<file path="src/rtl/mmio_pkg.sv">
// mmio_pkg: shared constants for the memory-mapped IO hub.
//   - IO register offsets relative to IO_BASE
//   - STATUS register bit positions
//   - IRQ_EN register bit positions
package mmio_pkg;

    localparam logic [15:0] OFF_LED     = 16'd0;
    localparam logic [15:0] OFF_BUTTON  = 16'd1;
    localparam logic [15:0] OFF_UART_RX = 16'd2;
    localparam logic [15:0] OFF_UART_TX = 16'd3;
    localparam logic [15:0] OFF_STATUS  = 16'd4;
    localparam logic [15:0] OFF_IRQ_EN  = 16'd5;

    localparam int unsigned ST_RX_NONEMPTY  = 0;
    localparam int unsigned ST_TX_FULL      = 1;
    localparam int unsigned ST_TX_EMPTY     = 2;
    localparam int unsigned ST_RX_OVF       = 3;
    localparam int unsigned ST_TX_OVF       = 4;
    localparam int unsigned ST_RX_COUNT_LSB = 8;

    localparam int unsigned IRQ_EN_RX = 0;
    localparam int unsigned IRQ_EN_TX = 1;

endpackage

</file>
<file path="src/rtl/mmio_hub_sync_fifo.sv">
// sync_fifo: single-clock FIFO of 2^AW entries, WIDTH bits each.
//   clk_i, rst_ni : clock, synchronous active-low reset (flushes pointers)
//   push_i, din_i : write request and data
//   pop_i, dout_o : read request and head-of-queue data (combinational)
//   full_o, empty_o, count_o : occupancy
// A push while full is accepted only if a pop happens in the same cycle.
// A pop while empty is ignored.
module sync_fifo #(
    parameter int unsigned WIDTH = 8,
    parameter int unsigned AW    = 4
) (
    input  logic             clk_i,
    input  logic             rst_ni,
    input  logic             push_i,
    input  logic             pop_i,
    input  logic [WIDTH-1:0] din_i,
    output logic [WIDTH-1:0] dout_o,
    output logic             full_o,
    output logic             empty_o,
    output logic [AW:0]      count_o
);

    localparam int unsigned DEPTH = 1 << AW;

    logic [WIDTH-1:0] mem_q [DEPTH];
    logic [AW:0]      wr_q, wr_d, rd_q, rd_d;
    logic             push_ok, pop_ok;

    // Extra pointer MSB distinguishes full from empty when the indices match.
    assign empty_o = (wr_q == rd_q);
    assign full_o  = (wr_q[AW] != rd_q[AW]) && (wr_q[AW-1:0] == rd_q[AW-1:0]);
    assign count_o = wr_q - rd_q;
    assign dout_o  = mem_q[rd_q[AW-1:0]];

    assign pop_ok  = pop_i & ~empty_o;
    assign push_ok = push_i & (~full_o | pop_ok);

    always_comb begin
        wr_d = wr_q;
        rd_d = rd_q;
        if (push_ok) wr_d = wr_q + (AW+1)'(1);
        if (pop_ok)  rd_d = rd_q + (AW+1)'(1);
    end

    always_ff @(posedge clk_i) begin
        if (!rst_ni) begin
            wr_q <= '0;
            rd_q <= '0;
        end else begin
            wr_q <= wr_d;
            rd_q <= rd_d;
        end
    end

    always_ff @(posedge clk_i) begin
        if (push_ok) mem_q[wr_q[AW-1:0]] <= din_i;
    end

endmodule

</file>
<file path="src/rtl/mmio_hub.sv">
// mmio_hub: Hack CPU data-bus decoder. Addresses below IO_BASE = 2^RAM_AW go
// to external RAM; IO_BASE and above form the IO window (LED, BUTTON,
// UART RX/TX FIFOs, STATUS, IRQ_EN).
//   CLK_100MHz, reset_n : clock, synchronous active-low reset
//   address, dataW, we, re, dataR : CPU bus (dataR registered, 1-cycle latency)
//   ram_addr, ram_we, ram_wdata, ram_rdata : external RAM port
//   but, led : GPIO (buttons are asynchronous, 2-flop synchronised)
//   tx_data, tx_valid, tx_ready : byte stream towards UartTX
//   rx_data, rx_valid : byte stream from UartRX
//   irq : registered level interrupt
module mmio_hub #(
    parameter int unsigned RAM_AW  = 11,
    parameter int unsigned GPIO_W  = 2,
    parameter int unsigned FIFO_AW = 4
) (
    input  logic              CLK_100MHz,
    input  logic              reset_n,
    input  logic [15:0]       address,
    input  logic [15:0]       dataW,
    input  logic              we,
    input  logic              re,
    output logic [15:0]       dataR,
    output logic [RAM_AW-1:0] ram_addr,
    output logic              ram_we,
    output logic [15:0]       ram_wdata,
    input  logic [15:0]       ram_rdata,
    input  logic [GPIO_W-1:0] but,
    output logic [GPIO_W-1:0] led,
    output logic [7:0]        tx_data,
    output logic              tx_valid,
    input  logic              tx_ready,
    input  logic [7:0]        rx_data,
    input  logic              rx_valid,
    output logic              irq
);

    import mmio_pkg::*;

    localparam logic [15:0] IO_BASE = 16'(1 << RAM_AW);

    logic              io_sel;
    logic [15:0]       io_off;
    logic              wr_led, wr_tx, wr_status, wr_irq_en, rx_pop, tx_pop;
    logic              rx_full, rx_empty, tx_full, tx_empty;
    logic [7:0]        rx_head;
    logic [FIFO_AW:0]  rx_count, tx_count_unused;
    logic              rx_ovf_set, tx_ovf_set;

    logic [15:0]       dataR_q, dataR_d;
    logic [GPIO_W-1:0] led_q, led_d;
    logic [1:0]        irq_en_q, irq_en_d;
    logic              rx_ovf_q, rx_ovf_d, tx_ovf_q, tx_ovf_d, irq_q, irq_d;
    logic [GPIO_W-1:0] but_meta_q, but_sync_q;

    assign io_sel    = (address >= IO_BASE);
    assign io_off    = address - IO_BASE;
    assign ram_addr  = address[RAM_AW-1:0];
    assign ram_we    = we & ~io_sel;
    assign ram_wdata = dataW;

    assign wr_led    = we & io_sel & (io_off == OFF_LED);
    assign wr_tx     = we & io_sel & (io_off == OFF_UART_TX);
    assign wr_status = we & io_sel & (io_off == OFF_STATUS);
    assign wr_irq_en = we & io_sel & (io_off == OFF_IRQ_EN);
    assign rx_pop    = re & io_sel & (io_off == OFF_UART_RX);
    assign tx_valid  = ~tx_empty;
    assign tx_pop    = tx_valid & tx_ready;

    // A full FIFO still takes a byte when the opposite side drains one that cycle.
    assign rx_ovf_set = rx_valid & rx_full & ~rx_pop;
    assign tx_ovf_set = wr_tx & tx_full & ~tx_pop;

    sync_fifo #(.WIDTH(8), .AW(FIFO_AW)) u_rx_fifo (
        .clk_i   (CLK_100MHz),
        .rst_ni  (reset_n),
        .push_i  (rx_valid),
        .pop_i   (rx_pop),
        .din_i   (rx_data),
        .dout_o  (rx_head),
        .full_o  (rx_full),
        .empty_o (rx_empty),
        .count_o (rx_count)
    );

    sync_fifo #(.WIDTH(8), .AW(FIFO_AW)) u_tx_fifo (
        .clk_i   (CLK_100MHz),
        .rst_ni  (reset_n),
        .push_i  (wr_tx),
        .pop_i   (tx_pop),
        .din_i   (dataW[7:0]),
        .dout_o  (tx_data),
        .full_o  (tx_full),
        .empty_o (tx_empty),
        .count_o (tx_count_unused)
    );

    always_comb begin
        dataR_d = '0;
        if (!io_sel) begin
            dataR_d = ram_rdata;
        end else begin
            case (io_off)
                OFF_LED:     dataR_d[GPIO_W-1:0] = led_q;
                OFF_BUTTON:  dataR_d[GPIO_W-1:0] = but_sync_q;
                OFF_UART_RX: if (!rx_empty) dataR_d = {1'b1, 7'b0, rx_head};
                OFF_UART_TX: dataR_d[15] = tx_full;
                OFF_STATUS: begin
                    dataR_d[ST_RX_NONEMPTY]         = ~rx_empty;
                    dataR_d[ST_TX_FULL]             = tx_full;
                    dataR_d[ST_TX_EMPTY]            = tx_empty;
                    dataR_d[ST_RX_OVF]              = rx_ovf_q;
                    dataR_d[ST_TX_OVF]              = tx_ovf_q;
                    dataR_d[ST_RX_COUNT_LSB +: 8]   = 8'(rx_count);
                end
                OFF_IRQ_EN:  dataR_d[1:0] = irq_en_q;
                default:     dataR_d = '0;
            endcase
        end
    end

    always_comb begin
        led_d    = wr_led    ? dataW[GPIO_W-1:0] : led_q;
        irq_en_d = wr_irq_en ? dataW[1:0]        : irq_en_q;
        // New overflow wins over a simultaneous write-1-to-clear.
        rx_ovf_d = rx_ovf_set | (rx_ovf_q & ~(wr_status & dataW[ST_RX_OVF]));
        tx_ovf_d = tx_ovf_set | (tx_ovf_q & ~(wr_status & dataW[ST_TX_OVF]));
        irq_d    = (irq_en_q[IRQ_EN_RX] & ~rx_empty) | (irq_en_q[IRQ_EN_TX] & tx_empty)
                 | rx_ovf_q | tx_ovf_q;
    end

    always_ff @(posedge CLK_100MHz) begin
        if (!reset_n) begin
            dataR_q    <= '0;
            led_q      <= '0;
            irq_en_q   <= '0;
            rx_ovf_q   <= 1'b0;
            tx_ovf_q   <= 1'b0;
            irq_q      <= 1'b0;
            but_meta_q <= '0;
            but_sync_q <= '0;
        end else begin
            dataR_q    <= dataR_d;
            led_q      <= led_d;
            irq_en_q   <= irq_en_d;
            rx_ovf_q   <= rx_ovf_d;
            tx_ovf_q   <= tx_ovf_d;
            irq_q      <= irq_d;
            but_meta_q <= but;
            but_sync_q <= but_meta_q;
        end
    end

    assign dataR = dataR_q;
    assign led   = led_q;
    assign irq   = irq_q;

endmodule

</file>
<file path="config.mk">
export PLATFORM = sky130hd
export DESIGN_NAME = mmio_hub
export DESIGN_NICKNAME = d
export VERILOG_FILES = /design/src/rtl/mmio_pkg.sv /design/src/rtl/mmio_hub_sync_fifo.sv /design/src/rtl/mmio_hub.sv
export SDC_FILE = /design/constraint.sdc
export NUM_CORES = 1
export LEC_CHECK = 0
export ABC_CLOCK_PERIOD_IN_PS = 3300
export BUFFER_PORTS_ARGS = -buffer_cell sky130_fd_sc_hd__buf_2
export CAP_MARGIN = 30
export CORE_MARGIN = 5
export CORE_UTILIZATION = 53
export DETAILED_ROUTE_END_ITERATION = 10
export HOLD_SLACK_MARGIN = 0.1
export PLACE_DENSITY_LB_ADDON = 0.08
export SYNTH_ARGS = -nofsm -noshare
export SYNTH_HDL_FRONTEND = slang
export SYNTH_SLANG_ARGS = --single-unit
</file>
<file path="constraint.sdc">
create_clock -name CLK_100MHz -period 3.3 [get_ports CLK_100MHz]
set_clock_uncertainty 0.1 [all_clocks]
set_input_delay 0.66 -clock CLK_100MHz [delete_from_list [all_inputs] [get_ports CLK_100MHz]]
set_output_delay 0.66 -clock CLK_100MHz [all_outputs]
set_load 0.02 [all_outputs]
</file>
==> impl.org, run 1 <==
** Final layout
- Fin area :: between 10000 and 15000 sq um
- Number of diodes added for antenna fixing :: 0
- Number of nets in the layout :: slightly above 900
- In the final layout, the share of cells above drive strength 1 is between 30% and 40%.
- For this run, the number of standard cells in the final layout without fillers is ~1200.
- The filler cells instantiated in the layout total ~1800.
- Measured on the finished design, the core utilization comes to between 60 and 70%.
- Post-synthesis to final-layout area growth :: 15.1%

** Place
- The congestion estimate from routability-driven global placement came to between 0.8 and 0.9.
- HPWL after detailed placement :: 19.2 mm
- Port Buffers :: 103
- Post-place instance area :: approximately 14000 sq um
- In this run, placement finished with an instance count of between 1000 and 1500.
- Minimum setup slack after placement :: roughly 0.068 ns

** Drt
- The pre-antenna-repair detailed-routing pass consisted of 5 iterations.
- Antenna viol nets, final :: 0
- The final route contains between 6000 and 7000 vias.
- Wires add up to about 28 mm.
- In the final routed layout, each cell accounts on average for around 23 um.
- In the routed design, unresolved DRC markers number 0.
- For this block, the initial DRC count from the detailed router was ~700.
- Dividing the detail-routed via count by the number of cells gives a little under 6.

** Yosys
- Yosys top cell area share :: between 60% and 70%
- In this run the cell area of the synthesized design comes to ~13000 sq um.
- Among all flip-flop cells after synthesis, the most frequent one is sky130_fd_sc_hd__edfxtp_1.
- Main combinational cell family by area after synthesis :: multiplexers
- Mux share of post-synthesis cell area :: between 15 and 20%
- For this run, the number of Yosys warnings is 0.
- Commonest cells in the synthesized netlist :: 256 x sky130_fd_sc_hd__edfxtp_1, 77 x sky130_fd_sc_hd__mux4_2, 55 x sky130_fd_sc_hd__dfxtp_1
- FFs w/ async S/R, synth :: 0%
- Net count after synthesis :: roughly 800
- Number of instances in the synthesized netlist :: around 740
- Adder-cell share of the synthesized area :: under 10%
- Synthesized-area fraction occupied by xor and xnor cells :: less than 1%
- sky130_fd_sc_hd__edfxtp_1 is the most common cell in the netlist.
- Count of flip-flops with a built-in enable after synthesis :: 256
- Most area-hungry cell type in the Yosys netlist :: sky130_fd_sc_hd__edfxtp_1
- The synthesized netlist devotes around 3.2% of its cell area to compound gates.
- Library cells used by synthesis :: 52
- Synthesis inferred between 300 and 400 register bits.
- Of the total synthesized cell area, the portion taken by AND, OR, NAND and NOR gates is under 10%.
- After synthesis, flip-flops and latches occupy roughly 69% of the total area.
- Largest cells by area after synthesis :: sky130_fd_sc_hd__edfxtp_1 60%, sky130_fd_sc_hd__mux4_2 14%, sky130_fd_sc_hd__dfxtp_1 8.6%
- After synthesis, the mean cell area works out to roughly 17 sq um.

** Clocking
- CTS buffer count :: 34
- In this run the deepest clock path goes through 3 buffers.
- TritonCTS built the clock tree.
- Level count of the clock H-tree :: 2
- # Post-CTS Setup Buffers :: 0
- The later pin in the worst-skew pair is clocked with a latency of 0.50 ns.
- The number of hold buffers added after CTS was 0.
- Number of sinks driven by the clock tree :: between 300 and 400
- Clock input transition at the sequential cells of the worst setup and hold paths :: approximately 0.060 ns
- Root cell of the clock tree :: sky130_fd_sc_hd__clkbuf_16
- Post-CTS sizing :: 0

** Power and ir drop
- The clock network accounts for a little over two fifths of the total power.
- Switching power share of the total :: about a fifth
- Sequential fraction of design power :: 53.4%
- The analysis attributes to net switching a power of between 1.5 and 2 mW.
- In this run the power density over the cells is ~550 nW/um^2.
- Summed over all cells, the static leakage comes to around 5 nW.
- The internal power of the cells totals between 6 and 7 mW.
- VDD sags by at most around 0.00043 V.
- Total power consumption of the routed design :: about 8.0 mW
- Fraction of power consumed by combinational cells :: 2.8%

** Global route
- Wire length of the first global-routing pass :: 43.1 mm
- Total gr overflow :: 0
- For this run, global-route usage on met1 was measured as between 20% and 30%.
- For met3 alone, demand over resource in global routing was around 3.3%.
- Number of global-route vias before repair :: approximately 7200
- Number of antenna violations at the first check in global routing :: 0
- Largest net degree at the start of global routing :: 33
- Global routing used 21.3% of the available tracks.
- In the global route stage, met2 resource usage came out at between 30% and 40%.
- Busiest layer in global routing :: met2

** Worst hold path
- The worst hold path terminates at but_meta_q[1]$_SDFF_PN0_.
- Hold path start :: but[1]
- Tightest Hold Check Type :: in2reg
- The worst hold path passes through 2 cells.

** Critical path
- Crit Reg-Reg Startpoint :: u_rx_fifo.wr_q[2]$_SDFFE_PN0P_
- Slowest cell on the critical path :: sky130_fd_sc_hd__mux4_2
- At the worst endpoint, the required time is between 2 and 3 ns.
- Of all nets on the critical path, the largest fanout is 32.
- Most frequent cell on the critical path :: sky130_fd_sc_hd__mux4_2
- Worst setup path category :: reg2out
- Kind of capture point of the worst setup path :: output pin
- Worst reg2reg path depth :: 8
- Walking the worst path, the cells encountered are buf_12 > mux4_2 > mux4_2 > buf_2.
- CP arrival :: between 2 and 2.5 ns
- The worst register-to-register path ends at u_rx_fifo.mem_q[1][1]$_DFFE_PP_.
- In this design, the stage delay of the slowest critical-path cell is 0.56 ns.
- Register-to-Register Setup Slack :: between 0.6 and 0.7 ns
- Crit path launch type :: register

** STA
- Setup repair after global routing left no endpoint under its margin.
- Total of endpoints with negative setup slack in the final report :: 0
- The number of pins exceeding their max-slew limit in the final report was 0.
- The tightest hold path in the finished design has a slack of 0.281 ns.
- Tightest Pin Transition :: about 1 ns
- Fin Setup TNS :: 0 ns
- Min cycle time layout :: about 3.1 ns
- The number of hold violations in the final report was 0.
- Period Utilization, post-route :: 94.4%
- Maximum operating frequency :: between 300 and 400 MHz
- Post-route worst setup slack :: roughly 0.19 ns
- Slew margin rel. :: between 30% and 40%

** Floorplan
- From bottom edge to top edge, the die measures around 170 um.
- Full die area :: ~27000 sq um
- The floorplan has 56 rows.
- The die is 165 um wide.
- Initial standard-cell utilization of the core :: a little over half
- 120 I/O pins were placed.
- The floorplan step defined a core boundary enclosing roughly 24000 sq um.

** Job
- Max-cap violations in this run came to 0.

** Status
- The run finished with clean final reports.
==> layout by cell type (no fill, tap or decap), types with 5 or more instances in the layout <==
cell type	count
sky130_fd_sc_hd__o211ai_1	5
sky130_fd_sc_hd__nor2_1	32
sky130_fd_sc_hd__mux2i_1	18
sky130_fd_sc_hd__edfxtp_1	256
sky130_fd_sc_hd__inv_1	21
sky130_fd_sc_hd__o21ai_0	7
sky130_fd_sc_hd__a22oi_1	9
sky130_fd_sc_hd__nand3_1	12
sky130_fd_sc_hd__buf_2	103
sky130_fd_sc_hd__nand2_1	28
sky130_fd_sc_hd__or4_1	7
sky130_fd_sc_hd__buf_4	38
sky130_fd_sc_hd__dfxtp_1	53
sky130_fd_sc_hd__nor4_1	5
sky130_fd_sc_hd__ha_1	15
sky130_fd_sc_hd__nor2b_1	5
sky130_fd_sc_hd__nand2b_1	5
sky130_fd_sc_hd__xnor2_1	8
sky130_fd_sc_hd__o31ai_1	7
sky130_fd_sc_hd__clkinv_1	9
sky130_fd_sc_hd__clkbuf_16	35
sky130_fd_sc_hd__mux4_2	77
sky130_fd_sc_hd__and2_1	5
sky130_fd_sc_hd__and3_1	20
sky130_fd_sc_hd__a21oi_1	21
sky130_fd_sc_hd__clkbuf_1	8
sky130_fd_sc_hd__nor3_1	11
==> routing by layer <==
layer,vias to the layer above,part of all wire (%)
met5,-,0
met4,0,2.2
met3,50,4.9
met2,190,55
met1,3513,38
li1,3136,-
==> final cells by class <==
cell class                      count  area [sq um]  share of cell area, %
Clock inverter                     15           120                  0.819
Multi-Input combinational cell    344          3530                   24.1
Timing Repair Buffer              143           841                   5.73
Tap cell                          319           399                   2.72
Clock buffer                       43           906                   6.18
Sequential cell                   311          8790                   59.9
Inverter                           21          78.8                  0.538
==> critical path, delay by kind of cell, from the launching register on <==
family	cells	cell delay (ns)
flops	1	0.34
buf+inv	2	0.43
mux	2	1.06
==> worst max-delay path by stage <==
| stage | endpoint | startpoint | slack, ns | cells past startpoint |
|---|---|---|---|---|
| after floorplan | u_rx_fifo.mem_q[0][0]$_DFFE_PP_ | address[11] | 0.12 | 7 |
| after global placement | u_tx_fifo.mem_q[15][4]$_DFFE_PP_ | address[11] | 0.16 | 9 |
| after detailed placement | u_tx_fifo.mem_q[4][2]$_DFFE_PP_ | address[11] | 0.07 | 9 |
| after CTS | tx_data[3] | register | 0.12 | 4 |
| after global routing | tx_data[3] | register | 0.09 | 4 |
| final | tx_data[3] | register | 0.19 | 4 |
==> kinds of logic after synthesis <==
| kind of cell | count (synthesis) |
|---|---|
| and+or+nand+nor | 154 |
| adders and majority gates | 16 |
| xor gates and xnor gates | 12 |
| buffers and inverters | 82 |
| AOI/OAI and AO/OA | 64 |
| DFF | 311 |
| muxes | 98 |
==> power groups by stage <==
stage	clock, mW	sequential, mW	combinational (mW)
floorplan	0	4.35	0.125
global placement	0	4.35	0.222
detailed placement	0	4.35	0.230
CTS	3.58	4.27	0.230
global route	3.77	4.27	0.248
finish	3.50	4.27	0.228
==> registers in the layout, summed over array words and instances, names as in the netlist, 5 cells and up, named ones only <==
signal,count
u_rx_fifo.wr_q,5
u_rx_fifo.rd_q,5
u_tx_fifo.wr_q,5
u_tx_fifo.mem_q,128
dataR,16
u_rx_fifo.mem_q,128
u_tx_fifo.rd_q,5
Power figures use the tool's default switching activity.
==> inputs of run 2 (changes only) <==
Settings changed: ABC_AREA set to 1, CORE_UTILIZATION 53 to 54.
==> run 2 against run 1 <==
Net effect: synthesized cell count rose by 61%; clock-buffer cell count unchanged; die area grew 3.0%; wire length up 15%; register-to-register slack improved by 0.26 ns; utilization rose by 0.50 points; maximum frequency rose by 1.8%; flip-flop and latch count stayed put; via count is 31% higher; final cell count increased by 38%; setup slack improved by 0.056 ns; highest routed layer unchanged.
==> impl.org, run 2 <==
** Global route
- The remaining global-route overflow was 0 (unchanged).
- The met1 usage in global routing was 34.4% (was 26.5%).
- The met2 layer usage reported by global route came to 34.2% (was 38.6%).
- Number of global-route vias before repair :: 8717 (was 7226)
- Wire length of the first global-routing pass :: 49.4 mm (was 43.1 mm)
- The met3 layer usage reported by global route is 4.69% (was 3.29%).
- Combined global-route utilization of all metal layers :: 22.8% (was 21.3%)
- The number of antenna violations at the first check in global routing came to 0 (unchanged).
- The largest net degree at the start of global routing came to 67 (was 33).
- The layer with the highest usage after global routing was met1 (was met2).

** Power and ir drop
- The net switching power came to 1.83 mW (was 1.57 mW).
- Lkg Pwr :: 5.72 nW (was 4.95 nW)
- The power density relative to cell area came to 541 nW/um^2 (was 545 nW/um^2).
- Internal power of the cells :: 6.46 mW (was 6.43 mW)
- The logic gate share of total power is 6.4% (was 2.8%).
- The proportion of total power due to net switching is 22.1% (was 19.6%).
- The worst ir drop on vdd was 0.000508 V (was 0.000434 V).
- Sequential fraction of design power :: 51.9% (was 53.4%)
- The power after layout came to 8.29 mW (was 8.00 mW).
- The clock group share of total power is 41.6% (was 43.7%).

** Clocking
- Clock input transition at the sequential cells of the worst setup and hold paths :: 0.06 ns (about the same)
- Clock latency on the worst-skew pair :: 0.51 ns (was 0.50 ns)
- Level count of the clock H-tree :: 2 (unchanged)
- The clock sink count came to 311 (unchanged).
- The TritonCTS clock tree is done (unchanged).
- The post-CTS setup buffer count was 0 (unchanged).
- The clock tree root driver cell was sky130_fd_sc_hd__clkbuf_16 (unchanged).
- The number of hold buffers added after cts is 0 (unchanged).
- Post-CTS sizing :: 0 (unchanged)
- The number of buffers created by CTS came to 34 (unchanged).
- Maximum count of clock buffers along a single path :: 3 (unchanged)

** Final layout
- Number of nets in the layout :: 1380 (was 935)
- The sequential cell area was 8790 sq um (about the same).
- The number of inserted filler cells in the final layout is 1966 (was 1771).
- The number of antenna diodes was 0 (unchanged).
- The final cell area excluding filler cells was 15300 sq um (was 14700 sq um).
- The commonest non-fill, non-tap cell in the layout is sky130_fd_sc_hd__edfxtp_1 (unchanged).
- Area occupied by multi-input gates :: 3710 sq um (was 3530 sq um)
- Commonest non-fill, non-tap cells in the layout: 256 x sky130_fd_sc_hd__edfxtp_1, 149 x sky130_fd_sc_hd__nand2_1, 111 x sky130_fd_sc_hd__nor2_1 (was 256 x sky130_fd_sc_hd__edfxtp_1, 103 x sky130_fd_sc_hd__buf_2, 77 x sky130_fd_sc_hd__mux4_2).
- The proportion of layout cells with a drive suffix above 1 is 18.2% (was 31.5%).
- Post-synthesis to final-layout area growth :: 14.3% (was 15.1%)

** STA
- The maximum clock rate is 327 MHz (was 321 MHz).
- The worst slack on hold paths is 0.238 ns (was 0.281 ns).
- Slew margin rel. :: 47.2% (was 31.6%)
- The final critical path time including I/O delays and setup came to 3.06 ns (was 3.11 ns).
- Final hold violation count :: 0 (unchanged)
- Unrepaired setup endpoints after global routing :: false (unchanged)
- The actual transition at the worst max-transition pin is 0.791 ns (was 1.02 ns).
- Number of slew-limit violations in the final report :: 0 (unchanged)
- Total of endpoints with negative setup slack in the final report :: 0 (unchanged)
- Fin Setup TNS :: 0 ns (unchanged)
- Period Utilization, post-route :: 92.7% (was 94.4%)

** Drt
- Total via count in the routed design :: 8998 (was 6889)
- The first-iteration detailed-routing DRC count was 852 (was 691).
- Average routed wire per standard cell :: 19.5 um (was 23.5 um)
- The total length of routed wires is 32.2 mm (was 28.1 mm).
- The first-pass iteration count of the detailed router was 5 (unchanged).
- Antenna viol nets, final :: 0 (unchanged)
- # DRC :: 0 (unchanged)
- Via count normalized by instance count :: 5.46 (was 5.76)

** Critical path
- Cell-by-cell trace of the critical path :: buf_4 > mux2i_1 > o211ai_1 > o211ai_1 > nand2_1 > buf_2 (was buf_12 > mux4_2 > mux4_2 > buf_2)
- The type of destination of the critical path is an output pin (unchanged).
- Crit Reg-Reg Startpoint :: u_rx_fifo.wr_q[2]$_SDFFE_PN0P_ (unchanged)
- The endpoint arrival time on the critical path is 2.30 ns (was 2.35 ns).
- Slowest cell on the critical path :: sky130_fd_sc_hd__dfxtp_4 (was sky130_fd_sc_hd__mux4_2)
- Most frequent cell on the critical path :: sky130_fd_sc_hd__o211ai_1 (was sky130_fd_sc_hd__mux4_2)
- Largest delay contributor family on the critical path :: flip-flops (was multiplexers)
- Worst reg2reg path depth :: 7 (was 8)
- Critical register-to-register path endpoint :: u_rx_fifo.mem_q[0][5]$_DFFE_PP_ (was u_rx_fifo.mem_q[1][1]$_DFFE_PP_)
- Largest fanout on the critical path :: 54 (was 32)
- Number of buffer and inverter instances along the worst setup path :: 2 (unchanged)
- The kind of critical path is reg2out (unchanged).
- The worst-case register-to-register setup slack came to 0.92 ns (was 0.66 ns).
- Crit-path max cell delay :: 0.74 ns (was 0.56 ns)
- Crit path launch type :: register (unchanged)
- Worst EP required :: 2.54 ns (about the same)

** Yosys
- The proportion of register bits with asynchronous set or reset after synthesis was 0% (unchanged).
- The mean cell area of the mapped netlist was 11.3 sq um (was 17.3 sq um).
- The number of distinct library cells after synthesis is 43 (was 52).
- The gate count of the mapped netlist was 1188 (was 737).
- Largest cells by area after synthesis: sky130_fd_sc_hd__edfxtp_1 57%, sky130_fd_sc_hd__dfxtp_1 8.2%, sky130_fd_sc_hd__nand2_1 4.2% (was sky130_fd_sc_hd__edfxtp_1 60%, sky130_fd_sc_hd__mux4_2 14%, sky130_fd_sc_hd__dfxtp_1 8.6%).
- Most frequent cell after synthesis :: sky130_fd_sc_hd__edfxtp_1 (unchanged)
- Yosys top cell area share :: 57.4% (was 60.3%)
- Net count after synthesis :: 1268 (was 817)
- Count of flip-flops with a built-in enable after synthesis :: 256 (unchanged)
- Commonest cells in the synthesized netlist :: 256 x sky130_fd_sc_hd__edfxtp_1, 149 x sky130_fd_sc_hd__nand2_1, 111 x sky130_fd_sc_hd__nor2_1 (was 256 x sky130_fd_sc_hd__edfxtp_1, 77 x sky130_fd_sc_hd__mux4_2, 55 x sky130_fd_sc_hd__dfxtp_1)
- The dominant cell type by area after synthesis is sky130_fd_sc_hd__edfxtp_1 (unchanged).
- The sequential element share of the synthesized area is 65.6% (was 69.0%).
- The number of synthesized register bits was 311 (unchanged).
- Post-synthesis instance area :: 13400 sq um (was 12700 sq um)
- Number of warnings reported in the yosys synthesis log :: 0 (unchanged)
- Main flop type after synthesis :: sky130_fd_sc_hd__edfxtp_1 (unchanged)

** Place
- Post-place instance area :: 14300 sq um (was 13600 sq um)
- The count of input and output buffers is 103 (unchanged).
- The placed wire-length estimate after detailed placement is 21.9 mm (was 19.2 mm).
- The routability-driven placement congestion ratio was 0.878 (was 0.828).

** Job
- The number of max-capacitance violations reported was 0 (unchanged).

** Floorplan
- The area of the die is 28100 sq um (was 27200 sq um).
- The number of core rows was 57 (was 56).
- Chip width :: 167 um (was 165 um)
- The height of the chip is 167 um (was 165 um).
- I/O pin count :: 120 (unchanged)
- The placeable core region was 24400 sq um (was 23500 sq um).
- The initial standard-cell utilization of the core was 54.9% (was 54.1%).

** Worst hold path
- The end point of the worst hold path is but_meta_q[1]$_SDFF_PN0_ (unchanged).
- Hold path start :: but[1] (unchanged)
- Tightest Hold Check Type :: in2reg (unchanged)
- The number of cells on the worst hold path was 3 (was 2).

** Status
- Outcome: finished clean (unchanged).
[run 2: stage by stage]
step / utilization (%) / instances / setup WS (ns)
detailed placement: 58.5 / 1588 / 0.285
global route: 62.8 / 1647 / 0.0559
floorplan: - / 1188 / 0.447
finish: 62.8 / 1647 / 0.242
CTS: 62.8 / 1647 / 0.225
global placement: 58.5 / 1588 / 0.322
[run 2: how the worst max path moves through the flow]
stage                                                  to  slack, ns   startpoint  cells after the start
after floorplan           u_rx_fifo.mem_q[4][0]$_DFFE_PP_       0.45  address[11]                     11
after global placement    u_rx_fifo.mem_q[0][0]$_DFFE_PP_       0.32  address[11]                     12
after detailed placement  u_rx_fifo.mem_q[0][3]$_DFFE_PP_       0.28  address[11]                     12
after CTS                                      tx_data[5]       0.22     register                      6
after global routing                           tx_data[6]       0.06     register                      7
final                                          tx_data[5]       0.24     register                      6
[run 2: kinds of logic after synthesis]
| family | synth area share [%] |
|---|---|
| flops | 65.6 |
| fa+ha+maj | 1.55 |
| xor+xnor | 1.30 |
| compound gates | 9.87 |
| mux | 2.39 |
| buf+inv | 6.66 |
| simple gates | 12.6 |
[run 2: power groups by stage]
stage / sequential (mW) / clock [mW] / combinational, mW
after global routing: 4.31 / 3.70 / 0.583
final: 4.31 / 3.45 / 0.533
after global placement: 4.39 / 0 / 0.531
after detailed placement: 4.39 / 0 / 0.534
after CTS: 4.31 / 3.51 / 0.536
after floorplan: 4.36 / 0 / 0.335
[run 2: metal layers]
| layer | up-vias | share of wire (%) |
|---|---|---|
| met3 | 48 | 8.7 |
| li1 | 4349 | - |
| met4 | 0 | 2.0 |
| met5 | - | 0 |
| met1 | 4216 | 45 |
| met2 | 385 | 44 |
[run 2: layout make-up]
cell class	instances	area share, %
Clock buffer	43	6.12
Clock inverter	16	0.637
Inverter	111	2.75
Multi-Input combinational cell	683	24.2
Sequential cell	311	57.4
Tap cell	324	2.65
Timing Repair Buffer	159	6.19
[run 2: worst reg2reg max path, delay by kind of cell (launching register included)]
| kind | cells | cell delay [ns] |
|---|---|---|
| adders and majority gates | 1 | 0.35 |
| buffers and inverters | 1 | 0.20 |
| DFF | 1 | 0.49 |
| and+or+nand+nor | 5 | 0.96 |
==> inputs of run 3 (changes only) <==
Settings changed: CORE_ASPECT_RATIO set to 0.75.
==> run 3 against run 2 <==
Net effect: global-route usage grew 1.0 points; utilization is essentially flat; first-iteration DRC count grew 21%; clock-buffer cell count grew 3; critical path type unchanged; critical endpoint is now tx_data[4]; highest routed layer unchanged.
==> impl.org, run 3 (synthesis gave the netlist of run 2 again) <==
** Final layout
- The sequential cell area was 8790 sq um (unchanged).
- Area occupied by multi-input gates :: 3710 sq um (unchanged)
- Commonest non-fill, non-tap cells in the layout :: 256 x sky130_fd_sc_hd__edfxtp_1, 149 x sky130_fd_sc_hd__nand2_1, 111 x sky130_fd_sc_hd__nor2_1 (unchanged)
- The total number of nets in the final design came to 1370 (was 1380).
- Number of diodes added for antenna fixing :: 0 (unchanged)
- The final cell area excluding filler cells was 15200 sq um (was 15300 sq um).
- The number of inserted filler cells in the final layout was 1948 (was 1966).
- Post-synthesis to final-layout area growth :: 13.6% (was 14.3%)
- Fraction of layout instances using a drive strength above 1 :: 17.8% (was 18.2%)
- The commonest non-fill, non-tap cell in the layout is sky130_fd_sc_hd__edfxtp_1 (unchanged).

** STA
- Min cycle time layout :: 3.11 ns (was 3.06 ns)
- Number of slew-limit violations in the final report :: 0 (unchanged)
- Unrepaired setup endpoints after global routing :: false (unchanged)
- Tightest Pin Transition :: 0.971 ns (was 0.791 ns)
- The number of setup violations in the final report is 0 (unchanged).
- Slew margin rel. :: 35.2% (was 47.2%)
- The final clock period utilization by the worst path is 94.4% (was 92.7%).
- The maximum clock rate is 321 MHz (was 327 MHz).
- The worst slack on hold paths was 0.187 ns (was 0.238 ns).
- Final hold violation count :: 0 (unchanged)
- Fin Setup TNS :: 0 ns (unchanged)

** Floorplan
- The number of core rows came to 49 (was 57).
- Chip width :: 192 um (was 167 um)
- The initial standard-cell utilization of the core came to 55.3% (was 54.9%).
- The height of the chip came to 146 um (was 167 um).
- The placeable core region is 24200 sq um (was 24400 sq um).
- The I/O pin total was 120 (unchanged).
- Full die area :: 28100 sq um (about the same)

** Clocking
- Level count of the clock H-tree :: 1 (was 2)
- Number of sinks driven by the clock tree :: 311 (unchanged)
- The number of gates resized after cts is 0 (unchanged).
- CTS tree :: done (unchanged)
- The clock tree root driver cell was sky130_fd_sc_hd__clkbuf_16 (unchanged).
- Clock input transition at the sequential cells of the worst setup and hold paths :: 0.06 ns (about the same)
- Maximum count of clock buffers along a single path :: 3 (unchanged)
- Clock latency on the worst-skew pair :: 0.56 ns (was 0.51 ns)
- Hold buffer count at cts :: 0 (unchanged)
- The number of buffers created by CTS is 30 (was 34).
- # Post-CTS Setup Buffers :: 0 (unchanged)

** Global route
- The number of antenna violations at the first check in global routing was 1 (was 0).
- Total gr overflow :: 0 (unchanged)
- Wire length of the first global-routing pass :: 51.3 mm (was 49.4 mm)
- Largest net degree at the start of global routing :: 67 (unchanged)
- The number of global-route vias before repair was 8656 (was 8717).
- The global-route usage over all layers was 23.8% (was 22.8%).

** Power and ir drop
- Sequential fraction of design power :: 52.3% (was 51.9%)
- Ratio of total power to cell area :: 539 nW/um^2 (was 541 nW/um^2)
- The net switching power came to 1.82 mW (was 1.83 mW).
- Fraction of power consumed by combinational cells :: 6.7% (was 6.4%)
- Share of power burned in the clock network :: 41.1% (was 41.6%)
- The internal portion of total power came to 6.39 mW (was 6.46 mW).
- The worst ir drop on vdd is 0.000378 V (was 0.000508 V).
- The proportion of total power due to net switching came to 22.1% (about the same).
- Lkg Pwr :: 5.66 nW (was 5.72 nW)

** Drt
- Via count normalized by instance count :: 5.60 (was 5.46)
- The final antenna-violating net count was 0 (unchanged).
- The total DRC errors in the routed layout was 0 (unchanged).
- DRC violation total after the first TritonRoute iteration :: 1034 (was 852)
- First-pass detailed-route iteration total :: 6 (was 5)
- Average routed wire per standard cell :: 20.4 um (was 19.5 um)
- The total length of routed wires is 33.5 mm (was 32.2 mm).
- Total via count in the routed design :: 9219 (was 8998)

** Status
- Outcome: finished clean (unchanged).

** Critical path
- Largest fanout on the critical path :: 50 (was 54)
- The type of destination of the critical path is an output pin (unchanged).
- CP arrival :: 2.35 ns (was 2.30 ns)
- The data required time at the worst endpoint came to 2.54 ns (about the same).
- Crit path launch type :: register (unchanged)
- Worst setup path category :: reg2out (unchanged)

** Job
- Count of maximum capacitance violations :: 0 (unchanged)

** Place
- Post-place instance area :: 14200 sq um (was 14300 sq um)
- The count of input and output buffers was 103 (unchanged).
- The placed wire-length estimate after detailed placement was 22.1 mm (was 21.9 mm).
- The routability-driven placement congestion ratio was 0.864 (was 0.878).

** Worst hold path
- The type of the tightest min-delay check was in2reg (unchanged).
==> run 3: cell count changes in the layout (fill, tap and decap cells not counted), sizes merged <==
cell	change
clkinv	-8
buf	-6
clkbuf	+3
bufinv	+2
==> run 3: layer usage <==
metal | GRT usage [%] | vias to the layer above | share of wire (%)
met1 | 41.0 | 4316 | 49
li1 | - | 4329 | -
met5 | 0 | - | 0
met3 | 5.63 | 44 | 11
met2 | 30.3 | 530 | 38
met4 | 4.13 | 0 | 1.3
==> run 3: final timing paths <==
| check | from | end | slack (ns) | cells after the start |
|---|---|---|---|---|
| max | register | tx_data[4] | 0.19 | 7 |
| min | but[0] | but_meta_q[0]$_SDFF_PN0_ | 0.19 | 3 |
| min reg2reg | but_meta_q[1]$_SDFF_PN0_ | but_sync_q[1]$_SDFF_PN0_ | 0.31 | 2 |
| max reg2reg | u_rx_fifo.wr_q[2]$_SDFFE_PN0P_ | u_rx_fifo.mem_q[7][6]$_DFFE_PP_ | 0.86 | 7 |
==> run 3: area by class of cell <==
| type | count | area share, % |
|---|---|---|
| Tap cell | 331 | 2.72 |
| Timing Repair Buffer | 153 | 5.94 |
| Clock inverter | 10 | 0.707 |
| Inverter | 111 | 2.76 |
| Sequential cell | 311 | 57.8 |
| Multi-Input combinational cell | 683 | 24.4 |
| Clock buffer | 46 | 5.67 |
==> run 3: stage by stage <==
| stage | cells | util, % | power, mW | setup slack [ns] |
|---|---|---|---|---|
| final | 1645 | 62.8 | 8.21 | 0.186 |
| after CTS | 1645 | 62.8 | 8.25 | 0.207 |
| after floorplan | 1188 | - | 4.70 | 0.447 |
| after global placement | 1589 | 58.8 | 4.91 | 0.0962 |
| after global routing | 1645 | 62.8 | 8.50 | 0.0717 |
| after detailed placement | 1589 | 58.8 | 4.91 | 0.0652 |
==> run 3: power groups by stage <==
stage | sequential, mW | combinational (mW) | clock, mW
after detailed placement | 4.37 | 0.539 | 0
after CTS | 4.29 | 0.541 | 3.42
after global routing | 4.29 | 0.593 | 3.62
after global placement | 4.37 | 0.539 | 0
after floorplan | 4.36 | 0.335 | 0
final | 4.29 | 0.546 | 3.37
==> run 3: worst max-delay path, stage by stage, from the launching register on <==
cell and delay [ns]:
sky130_fd_sc_hd__dfxtp_4 0.50, sky130_fd_sc_hd__buf_12 0.28, sky130_fd_sc_hd__a21oi_1 0.10, sky130_fd_sc_hd__o21ai_0 0.09, sky130_fd_sc_hd__o21ai_0 0.15, sky130_fd_sc_hd__o211ai_1 0.37
sky130_fd_sc_hd__nand2_1 0.10, sky130_fd_sc_hd__buf_2 0.18
